==> src/rtl/uart_pkg.sv <==
// uart_pkg
//   Shared definitions for the parametrised UART receiver family:
//   parity mode codes, the receive state encoding and the baud counter
//   width helper.
package uart_pkg;

  localparam int PAR_NONE = 0;
  localparam int PAR_ODD  = 1;
  localparam int PAR_EVEN = 2;

  typedef enum logic [2:0] {
    IDLE  = 3'd0,
    START = 3'd1,
    DATA  = 3'd2,
    PAR   = 3'd3,
    STOP  = 3'd4,
    BRK   = 3'd5
  } rx_state_e;

  // Width of a counter that spans 0..(clk_freq/baud)-1.
  function automatic int baud_cnt_w(input int clk_freq, input int baud);
    int n;
    n = clk_freq / baud;
    return (n <= 2) ? 1 : $clog2(n);
  endfunction

endpackage

==> src/rtl/uart_rx_param_if.sv <==
// uart_rx_param_if
//   Received-frame bus of the UART receiver.
//   rx_data    : last received word, LSB first on the line
//   rx_vld     : one-cycle frame-complete pulse
//   parity_err : parity mismatch, meaningful only with rx_vld
//   frame_err  : stop bit sampled low, meaningful only with rx_vld
//   busy       : receiver is inside a frame (or waiting out a break)
//   master = receiver side, slave = byte consumer side.
interface uart_rx_param_if #(
  parameter int DATA_W = 8
);

  logic [DATA_W-1:0] rx_data;
  logic              rx_vld;
  logic              parity_err;
  logic              frame_err;
  logic              busy;

  modport master (
    output rx_data,
    output rx_vld,
    output parity_err,
    output frame_err,
    output busy
  );

  modport slave (
    input rx_data,
    input rx_vld,
    input parity_err,
    input frame_err,
    input busy
  );

endinterface

==> src/rtl/uart_rx_sync.sv <==
// uart_rx_sync
//   Three-flop synchroniser for an asynchronous, idle-high serial line
//   plus falling-edge detection on the synchronised value.
//   clk          : system clock
//   rst_n        : asynchronous active-low reset (flops reset to idle 1)
//   i_rx         : raw serial line
//   o_rx_s       : synchronised line (second flop)
//   o_start_edge : synchronised line has just fallen (1 -> 0)
module uart_rx_sync (
  input  logic clk,
  input  logic rst_n,
  input  logic i_rx,
  output logic o_rx_s,
  output logic o_start_edge
);

  logic r_ff0;
  logic r_ff1;
  logic r_ff2;

  always_ff @(posedge clk or negedge rst_n) begin
    if (!rst_n) begin
      r_ff0 <= 1'b1;
      r_ff1 <= 1'b1;
      r_ff2 <= 1'b1;
    end else begin
      r_ff0 <= i_rx;
      r_ff1 <= r_ff0;
      r_ff2 <= r_ff1;
    end
  end

  assign o_rx_s       = r_ff1;
  assign o_start_edge = ~r_ff1 & r_ff2;

endmodule

==> src/rtl/uart_rx_param.sv <==
// uart_rx_param
//   Parametrised UART receiver: DATA_W data bits, optional odd/even
//   parity, one stop bit, baud divisor CLK_FREQ/BAUD (rounded down).
//   Every bit is sampled once, at the middle of its bit period.
//   clk     : system clock
//   rst_n   : asynchronous active-low reset
//   rx_uart : serial line, idle high
//   rx_if   : received-frame bus (rx_data, rx_vld, parity_err,
//             frame_err, busy)
//
//   state | meaning
//   IDLE  | line idle, waiting for a falling edge
//   START | inside start bit; a high mid-bit sample is a glitch
//   DATA  | shifting in DATA_W data bits, LSB first
//   PAR   | sampling the parity bit
//   STOP  | sampling the stop bit; the frame is reported here
//   BRK   | stop bit was low; waiting for the line to return high
module uart_rx_param #(
  parameter int CLK_FREQ = 50000000,
  parameter int BAUD     = 9600,
  parameter int DATA_W   = 8,
  parameter int PARITY   = 0,
  parameter int STOP_CHK = 1
) (
  input  logic               clk,
  input  logic               rst_n,
  input  logic               rx_uart,
  uart_rx_param_if.master    rx_if
);

  import uart_pkg::*;

  localparam int BAUD_CNT = CLK_FREQ / BAUD;
  localparam int CNT_W    = baud_cnt_w(CLK_FREQ, BAUD);
  localparam int BIT_W    = $clog2(DATA_W + 1);

  localparam logic [CNT_W-1:0] CNT_MID  = CNT_W'(BAUD_CNT / 2 - 1);
  localparam logic [CNT_W-1:0] CNT_LAST = CNT_W'(BAUD_CNT - 1);
  localparam logic [BIT_W-1:0] BIT_LAST = BIT_W'(DATA_W - 1);

  rx_state_e         r_state;
  rx_state_e         w_state_nxt;
  logic [CNT_W-1:0]  r_baud_cnt;
  logic [BIT_W-1:0]  r_bit_cnt;
  logic [DATA_W-1:0] r_shift;
  logic              r_par_bit;
  logic [DATA_W-1:0] r_data;
  logic              r_vld;
  logic              r_parity_err;
  logic              r_frame_err;

  logic w_rx_s;
  logic w_start_edge;
  logic w_mid;
  logic w_end;
  logic w_par_x;
  logic w_par_bad;
  logic w_report;

  uart_rx_sync u_sync (
    .clk          (clk),
    .rst_n        (rst_n),
    .i_rx         (rx_uart),
    .o_rx_s       (w_rx_s),
    .o_start_edge (w_start_edge)
  );

  assign w_mid    = (r_baud_cnt == CNT_MID);
  assign w_end    = (r_baud_cnt == CNT_LAST);
  assign w_report = (r_state == STOP) && w_mid;

  // XOR over data and parity bit: odd parity expects 1, even expects 0.
  assign w_par_x = (^r_shift) ^ r_par_bit;

  always_comb begin
    w_par_bad = 1'b0;
    if (PARITY == PAR_ODD) begin
      w_par_bad = ~w_par_x;
    end else if (PARITY == PAR_EVEN) begin
      w_par_bad = w_par_x;
    end
  end

  always_comb begin
    w_state_nxt = r_state;
    unique case (r_state)
      IDLE: begin
        if (w_start_edge) w_state_nxt = START;
      end
      START: begin
        if (w_mid && w_rx_s) begin
          w_state_nxt = IDLE;
        end else if (w_end) begin
          w_state_nxt = DATA;
        end
      end
      DATA: begin
        if (w_end && (r_bit_cnt == BIT_LAST)) begin
          w_state_nxt = (PARITY != PAR_NONE) ? PAR : STOP;
        end
      end
      PAR: begin
        if (w_end) w_state_nxt = STOP;
      end
      STOP: begin
        // Leaving at mid-bit rather than end of bit tolerates up to half a
        // bit of drift between back-to-back frames.
        if (w_mid) begin
          w_state_nxt = (w_rx_s || (STOP_CHK == 0)) ? IDLE : BRK;
        end
      end
      BRK: begin
        if (w_rx_s) w_state_nxt = IDLE;
      end
      default: w_state_nxt = IDLE;
    endcase
  end

  always_ff @(posedge clk or negedge rst_n) begin
    if (!rst_n) begin
      r_state <= IDLE;
    end else begin
      r_state <= w_state_nxt;
    end
  end

  // Both counters restart on every state change so each state sees its
  // own bit timing from zero.
  always_ff @(posedge clk or negedge rst_n) begin
    if (!rst_n) begin
      r_baud_cnt <= '0;
      r_bit_cnt  <= '0;
    end else if (w_state_nxt != r_state) begin
      r_baud_cnt <= '0;
      r_bit_cnt  <= '0;
    end else if (r_state != IDLE) begin
      if (w_end) begin
        r_baud_cnt <= '0;
        r_bit_cnt  <= r_bit_cnt + 1'b1;
      end else begin
        r_baud_cnt <= r_baud_cnt + 1'b1;
      end
    end
  end

  always_ff @(posedge clk or negedge rst_n) begin
    if (!rst_n) begin
      r_shift   <= '0;
      r_par_bit <= 1'b0;
    end else begin
      if ((r_state == DATA) && w_mid) begin
        for (int i = 0; i < DATA_W; i++) begin
          if (r_bit_cnt == BIT_W'(i)) r_shift[i] <= w_rx_s;
        end
      end
      if ((r_state == PAR) && w_mid) begin
        r_par_bit <= w_rx_s;
      end
    end
  end

  always_ff @(posedge clk or negedge rst_n) begin
    if (!rst_n) begin
      r_data       <= '0;
      r_vld        <= 1'b0;
      r_parity_err <= 1'b0;
      r_frame_err  <= 1'b0;
    end else begin
      r_vld        <= w_report;
      r_parity_err <= 1'b0;
      r_frame_err  <= 1'b0;
      if (w_report) begin
        r_data       <= r_shift;
        r_parity_err <= w_par_bad;
        r_frame_err  <= (STOP_CHK != 0) && !w_rx_s;
      end
    end
  end

  assign rx_if.rx_data    = r_data;
  assign rx_if.rx_vld     = r_vld;
  assign rx_if.parity_err = r_parity_err;
  assign rx_if.frame_err  = r_frame_err;
  assign rx_if.busy       = (r_state != IDLE);

endmodule
==> src/flat_wrapper.sv <==
// flat-port wrapper written by rule: the top's interface ports become plain ports
module uart_rx_param_flat import uart_pkg::*;
#(
  parameter int CLK_FREQ = 50000000,
  parameter int BAUD     = 9600,
  parameter int DATA_W   = 8,
  parameter int PARITY   = 0,
  parameter int STOP_CHK = 1
)
  (clk, rst_n, rx_uart, rx_if_rx_data, rx_if_rx_vld, rx_if_parity_err, rx_if_frame_err, rx_if_busy);
  uart_rx_param_if #(.DATA_W(DATA_W)) rx_if_i ();
  input  logic clk;
  input  logic rst_n;
  input  logic rx_uart;
  output wire logic [$bits(rx_if_i.rx_data)-1:0] rx_if_rx_data;
  output wire logic [$bits(rx_if_i.rx_vld)-1:0] rx_if_rx_vld;
  output wire logic [$bits(rx_if_i.parity_err)-1:0] rx_if_parity_err;
  output wire logic [$bits(rx_if_i.frame_err)-1:0] rx_if_frame_err;
  output wire logic [$bits(rx_if_i.busy)-1:0] rx_if_busy;
  assign rx_if_rx_data = rx_if_i.rx_data;
  assign rx_if_rx_vld = rx_if_i.rx_vld;
  assign rx_if_parity_err = rx_if_i.parity_err;
  assign rx_if_frame_err = rx_if_i.frame_err;
  assign rx_if_busy = rx_if_i.busy;
  uart_rx_param #(.CLK_FREQ(CLK_FREQ), .BAUD(BAUD), .DATA_W(DATA_W), .PARITY(PARITY), .STOP_CHK(STOP_CHK)) u_core (.clk(clk), .rst_n(rst_n), .rx_uart(rx_uart), .rx_if(rx_if_i));
endmodule
==> config.mk <==
export PLATFORM = sky130hd
export DESIGN_NAME = uart_rx_param_flat
export DESIGN_NICKNAME = d
export VERILOG_FILES = /design/src/rtl/uart_pkg.sv /design/src/rtl/uart_rx_param_if.sv /design/src/rtl/uart_rx_sync.sv /design/src/rtl/uart_rx_param.sv /design/src/flat_wrapper.sv
export SDC_FILE = /design/constraint.sdc
export NUM_CORES = 1
export LEC_CHECK = 0
export CAP_MARGIN = 40
export CORE_MARGIN = 8
export CORE_UTILIZATION = 62
export DETAILED_ROUTE_END_ITERATION = 16
export PLACE_DENSITY = 0.84
export SETUP_SLACK_MARGIN = 0.5
export SYNTH_ARGS = -nofsm -noshare
export SYNTH_HDL_FRONTEND = slang
export SYNTH_HIERARCHICAL = 1
export SYNTH_SLANG_ARGS = --single-unit
==> constraint.sdc <==
create_clock -name clk -period 5.1 [get_ports clk]
set_clock_uncertainty 0.05 [all_clocks]
set_input_delay 1.02 -clock clk [delete_from_list [all_inputs] [get_ports clk]]
set_output_delay 1.02 -clock clk [all_outputs]
set_load 0.03 [all_outputs]
Yosys cells after proc, flatten, opt, wreduce, memory -nomap -nowiden
Index checks and enable logic that the tools add are counted.
{ "totals": {"register_bits": 41, "inputBits": 3, "out_inout_bits": 12, "word_cells": 71} }
{ "classes": {"add_sub_neg": 2, "n_eq_ne": 15, "muxes": 16, "bitwise_logic": 2, "n_reduce_logical": 19} }
{ "op_table": {"columns": ["cell", "count"], "rows": [
  ["two-way mux 13 bit", 3],
  ["two-way mux 3 bit", 8],
  ["case mux 3 bit (6 select lines)", 1],
  ["AND reduction 2 bit", 9],
  ["== test 4 x 3 -> 1 bit, second input constant", 4],
  ["adder 13 x 1 -> 13 bit, second input constant", 1],
  ["== test 13 x 12 -> 1 bit, second input constant", 1],
  ["== test 13 bit, second input constant", 1],
  ["two-way mux 4 bit", 3],
  ["== test 4 x 2 -> 1 bit, second input constant", 2],
  ["== test 3 x 2 -> 1 bit, second input constant", 2],
  ["== test 3 bit, second input constant", 2],
  ["adder 4 x 1 -> 4 bit, second input constant", 1],
  ["== test 4 x 1 -> 1 bit, second input constant", 1],
  ["logical AND 1 bit", 4],
  ["zero test 4 bit", 1],
  ["nonzero test 2 bit", 2],
  ["== test 3 x 1 -> 1 bit, second input constant", 1],
  ["zero test 3 bit", 1],
  ["inequality test 3 bit", 1],
  ["nonzero test 3 bit", 1],
  ["AND 1 bit", 1],
  ["zero test 1 bit", 1],
  ["two-way mux 1 bit", 1],
  ["NOT 1 bit", 1]
]} }

Longest topological paths before layout
{ "logic_depth": {"word_depth": 7, "ltp_mapped": 9, "depth_no_buf": 6} }

Hierarchy
The synthesis kept the hierarchy.
{ "by_module_without_submodules": {"columns": ["module", "n_inst", "cells_per_inst", "area_per_inst_um2", "seq_area_each_um2"], "rows": [
  ["uart_rx_param", 1, 195, 1994.4, 950.9],
  ["uart_rx_sync", 1, 4, 92.6, 78.8]
]} }

Least setup slack after synthesis
OpenSTA, ideal clock, no wires.
{ "synth_timing": {"kind": "flip-flop to output port", "start": "register u_core.r_state[2]", "end": "output port rx_if_busy", "arrival_ns": 1.354, "required_ns": 4.030, "setup_slack_ns": 2.676, "stages_incl_launch_ff": 4, "n_path_buf": 1, "cell_sequence": "dfrtp_1 clkbuf_1 nor3_1 clkinv_1"} }
{ "synth_via": {"elab_chain_cells": 1} }
{ "synth_rtl": {"columns": ["item", "line_no", "rtl"], "rows": [
  ["from (decl)", "uart_rx_param.sv:41", "rx_state_e r_state;"],
  ["from (signal assigned)", "uart_rx_param.sv:123", "r_state <= w_state_nxt;"],
  ["nonzero test 3 bit", "uart_rx_param.sv:184", "assign rx_if.busy = (r_state != IDLE);"],
  ["to (decl)", "flat_wrapper.sv:19", "output wire logic [$bits(rx_if_i.busy)-1:0] rx_if_busy;"]
]} }
No other way between the ends.

Worst setup path in the final report
Same ends and word-level chain as after synthesis.

==> summary.md <==
| Metric | Value |
|---|---|
| Max-slew violation count | 0 |
| Die Span Y | about 74 µm |
| Htree depth | 2 |
| Post-synth top area cell | dfrtp_1 |
| GR Overflow Total | 0 |
| Sw frac | approximately 29% |
| Placed wire-length estimate | about 3000 µm |
| Reg area | between 0.001 and 0.0015 mm² |
| Placed instance count | 251 |
| Fin crit share | a little under two thirds |
| CP max FO | 14 |
| Initial Util | a little under two thirds |
| Routed Antenna Nets | 0 |
| Max_slew headroom | a little over half |
| Pwr Total | about 0.70 mW |
| Worst endpoint required time | between 4000 and 5000 ps |
| DRC viols | 0 |
| Unrepaired setup endpoints after global routing | no |
| CTS tree | yes |
| Util after Layout | approximately 70% |
| Hold crit path type | flip-flop to flip-flop |
| F_max | 0.308 GHz |
| First-pass GRT wire length | between 7000 and 8000 µm |
| Final Wtd Congestion | about 0.87 |
| Detailed-route via count | between 1.5k and 2k |
| Sequential power share | a little under three fifths |
| Overall Global Routing Usage | approximately 17% |
| Worst Tran Pin Value | roughly 700 ps |
| WS Path Type | flip-flop to primary output |
| Post-Layout Cell Count | 258 |
| P_leak | between 1 and 1.5 nW |
| CP endpoint kind | primary output |
| Vias in the first global route | about 1.6k |
| Clock Power Share | about 28% |
| Clock Tree Buf Depth | 2 |
| Syn_nets | between 200 and 250 |
| Clk Latency, worst-skew pair | between 300 and 400 ps |
| Min Hold Slack | 315 ps |
| Max-Cap Viols | 0 |
| Synth cell types | 45 |
| Post-cts resize count | 0 |
| CTS sink count | 41 |
| Area growth syn-to-layout | 10.4% |
| Synthesis Warnings | 6 |
| Clock transition at path regs | 110 ps |
| Setup TNS | 0 ps |
| Initial antenna violation count | 0 |
| Cts hold-fix bufs | 0 |
| Pwr/cell area | 305 mW/mm² |
| DR iter-0 viols | 163 |
| Netlist area before placement | approximately 0.0021 mm² |
| CORE AREA | roughly 0.0033 mm² |
| Sequential fraction of the synthesis area | 49.3% |
| Async S/R FF share, synth | 100% |
| First-pass iteration count of the detailed router | 4 |
| Post-synth EDFFs | 0 |
| Synth top area cells | dfrtp_1 (46%), mux2_2 (8.6%), dfstp_2 (3.8%), nor3_1 (3.6%), nand2_1 (3.4%) |
| Outcome | finished clean |
| Filler cells | about 240 |
| Post-layout minimum cycle time | 3250 ps |
| # Post-CTS Setup Buffers | 0 |
| Crit path DAT | between 2000 and 2500 ps |
| Multi-input logic area | roughly 970 µm² |
| Primary FF master, synth | dfrtp_1 |
| Nets | between 200 and 250 |
| Via-to-Cell Ratio | 5.87 |
| Wire per inst | roughly 16 µm |
| DRT Wirelength | around 4000 µm |
| Largest net degree at the start of global routing | 29 |
| Internal power | roughly 0.5 mW |
| Share of cells above drive strength 1 | between 15 and 20% |
| ANT cells | 0 |
| Worst setup SP type | flip-flop |
| Num ports | 15 |
| Post-Synthesis Cells | approximately 200 |
| Worst reg-to-reg setup slack | 2520 ps |
| Total CTS buffers | 5 |
| Die W | 74.0 µm |
| Share of the synthesized area in the top cell type | 45.6% |
| Peak VDD IR | between 0.2 and 0.25 mV |
| Die area | approximately 0.0055 mm² |
| Seq cells post-synth | slightly above 40 |
| I/O Buffers | 13 |
| Hold Vio Cnt, Final | 0 |
| Final setup fails | 0 |
| Synthesized area per cell | around 10 µm² |
| Std-Cell Rows | 21 |
| Comb pwr share | roughly 17% |
| Root buf cell | clkbuf_4 |
| Net Sw Power | just over 0.2 mW |
## flip-flops by register name, indices dropped and copies added (netlist names)
register and count:
u_core/r_baud_cnt 13, u_core/u_sync/r_ff0 1, u_core/rx_if.frame_err 1, u_core/r_bit_cnt 4, u_core/rx_if.rx_vld 1, u_core/rx_if.rx_data 8
u_core/u_sync/r_ff2 1, u_core/r_state 3, u_core/u_sync/o_rx_s 1, u_core/r_shift 8
## worst max-delay path: stages, from the launching register on
cell,delay (ps)
dfrtp_1,520
nor3_1,230
buf_4,220
clkinv_1,210
clkdlybuf4s50_1,650
## synthesized netlist by cell type, types with 2 or more instances
master    instances
a21oi_1           9
and3_1            2
and4_1            2
buf_6             2
clkbuf_1          4
dfrtp_1          38
dfstp_2           3
ha_1              5
inv_1             5
mux2_2           16
nand2_1          19
nand3_1           7
nand3b_1          2
nand4_1           6
nor2_1           13
nor3_1           15
nor3_2            5
nor3b_1           3
nor4bb_1          2
o21ai_0           6
or3_1             4
xnor2_1           6
xor2_1            3
## routing by layer
| metal | up-vias | GRT usage (%) | part of all wire (%) |
|---|---|---|---|
| li1 | 729 | - | - |
| met3 | 6 | 4.85 | 4.1 |
| met1 | 739 | 20.4 | 43 |
| met2 | 41 | 28.2 | 52 |
| met4 | 0 | 7.54 | 1.1 |
| met5 | - | 0 | 0 |
## power groups by stage
| stage | logic (mW) | registers [mW] | clock network [mW] |
|---|---|---|---|
| 2_1_floorplan | 0.0902 | 0.381 | 0 |
| 3_3_place_gp | 0.111 | 0.391 | 0 |
| 3_5_place_dp | 0.117 | 0.391 | 0 |
| 4_1_cts | 0.118 | 0.386 | 0.204 |
| 5_1_grt | 0.133 | 0.390 | 0.217 |
| 6_report | 0.117 | 0.387 | 0.199 |
## cells in the final DEF (no fill, tap or decap), types with 3 or more instances in the layout
cell,count
nor2_1,13
nand4_1,6
dfrtp_1,38
clkdlybuf4s50_1,12
or3_1,4
inv_1,5
mux2_2,16
nand2_1,19
a21oi_1,9
dfstp_2,3
clkbuf_4,5
o21ai_0,6
ha_1,5
nor3_1,15
nand3_1,7
xnor2_1,6
nor3b_1,3
xor2_1,3
nor3_2,5
## cell type report
cell class / instances / share of cell area [%]
Timing Repair Buffer: 15 / 6.62
Multi-Input combinational cell: 143 / 42.1
Sequential cell: 41 / 44.7
Inverter: 6 / 0.977
Clock buffer: 5 / 1.63
Tap cell: 46 / 2.50
Clock inverter: 2 / 1.52
## worst paths after layout
check | startpoint | cells past startpoint | to
min reg2reg | u_core/u_sync/r_ff0 | 0 | u_core/u_sync/o_rx_s
max in group asynchronous | rst_n | 2 | u_core/u_sync/r_ff0
max | u_core/r_state[2] | 4 | rx_if_busy
min in group asynchronous | rst_n | 1 | u_core/rx_if.rx_data[3]
min | u_core/u_sync/r_ff0 | 0 | u_core/u_sync/o_rx_s
max reg2reg | u_core/r_baud_cnt[0] | 6 | u_core/r_baud_cnt[0]
## kinds of logic (layout without fill, tap and decap cells)
group	count (synthesis)	count (layout)	share of synthesized area, %
AND/OR/NAND/NOR	87	87	23.4
flip-flops	41	41	49.3
AO/OA/AOI/OAI	24	24	6.96
multiplexers	17	17	9.11
buffers and inverters	15	28	4.20
XOR/XNOR	9	9	3.78
adder cells (fa/ha/maj)	5	5	3.00
other	1	1	0.180
## per-stage QoR
stage	instance area (µm²)	worst slack [ps]
floorplan	2090	2680
global placement	2210	2260
detailed placement	2230	2250
CTS	2300	1860
global route	2300	1720
finish	2300	1850
Note: power is estimated with default switching activity, not from simulation.
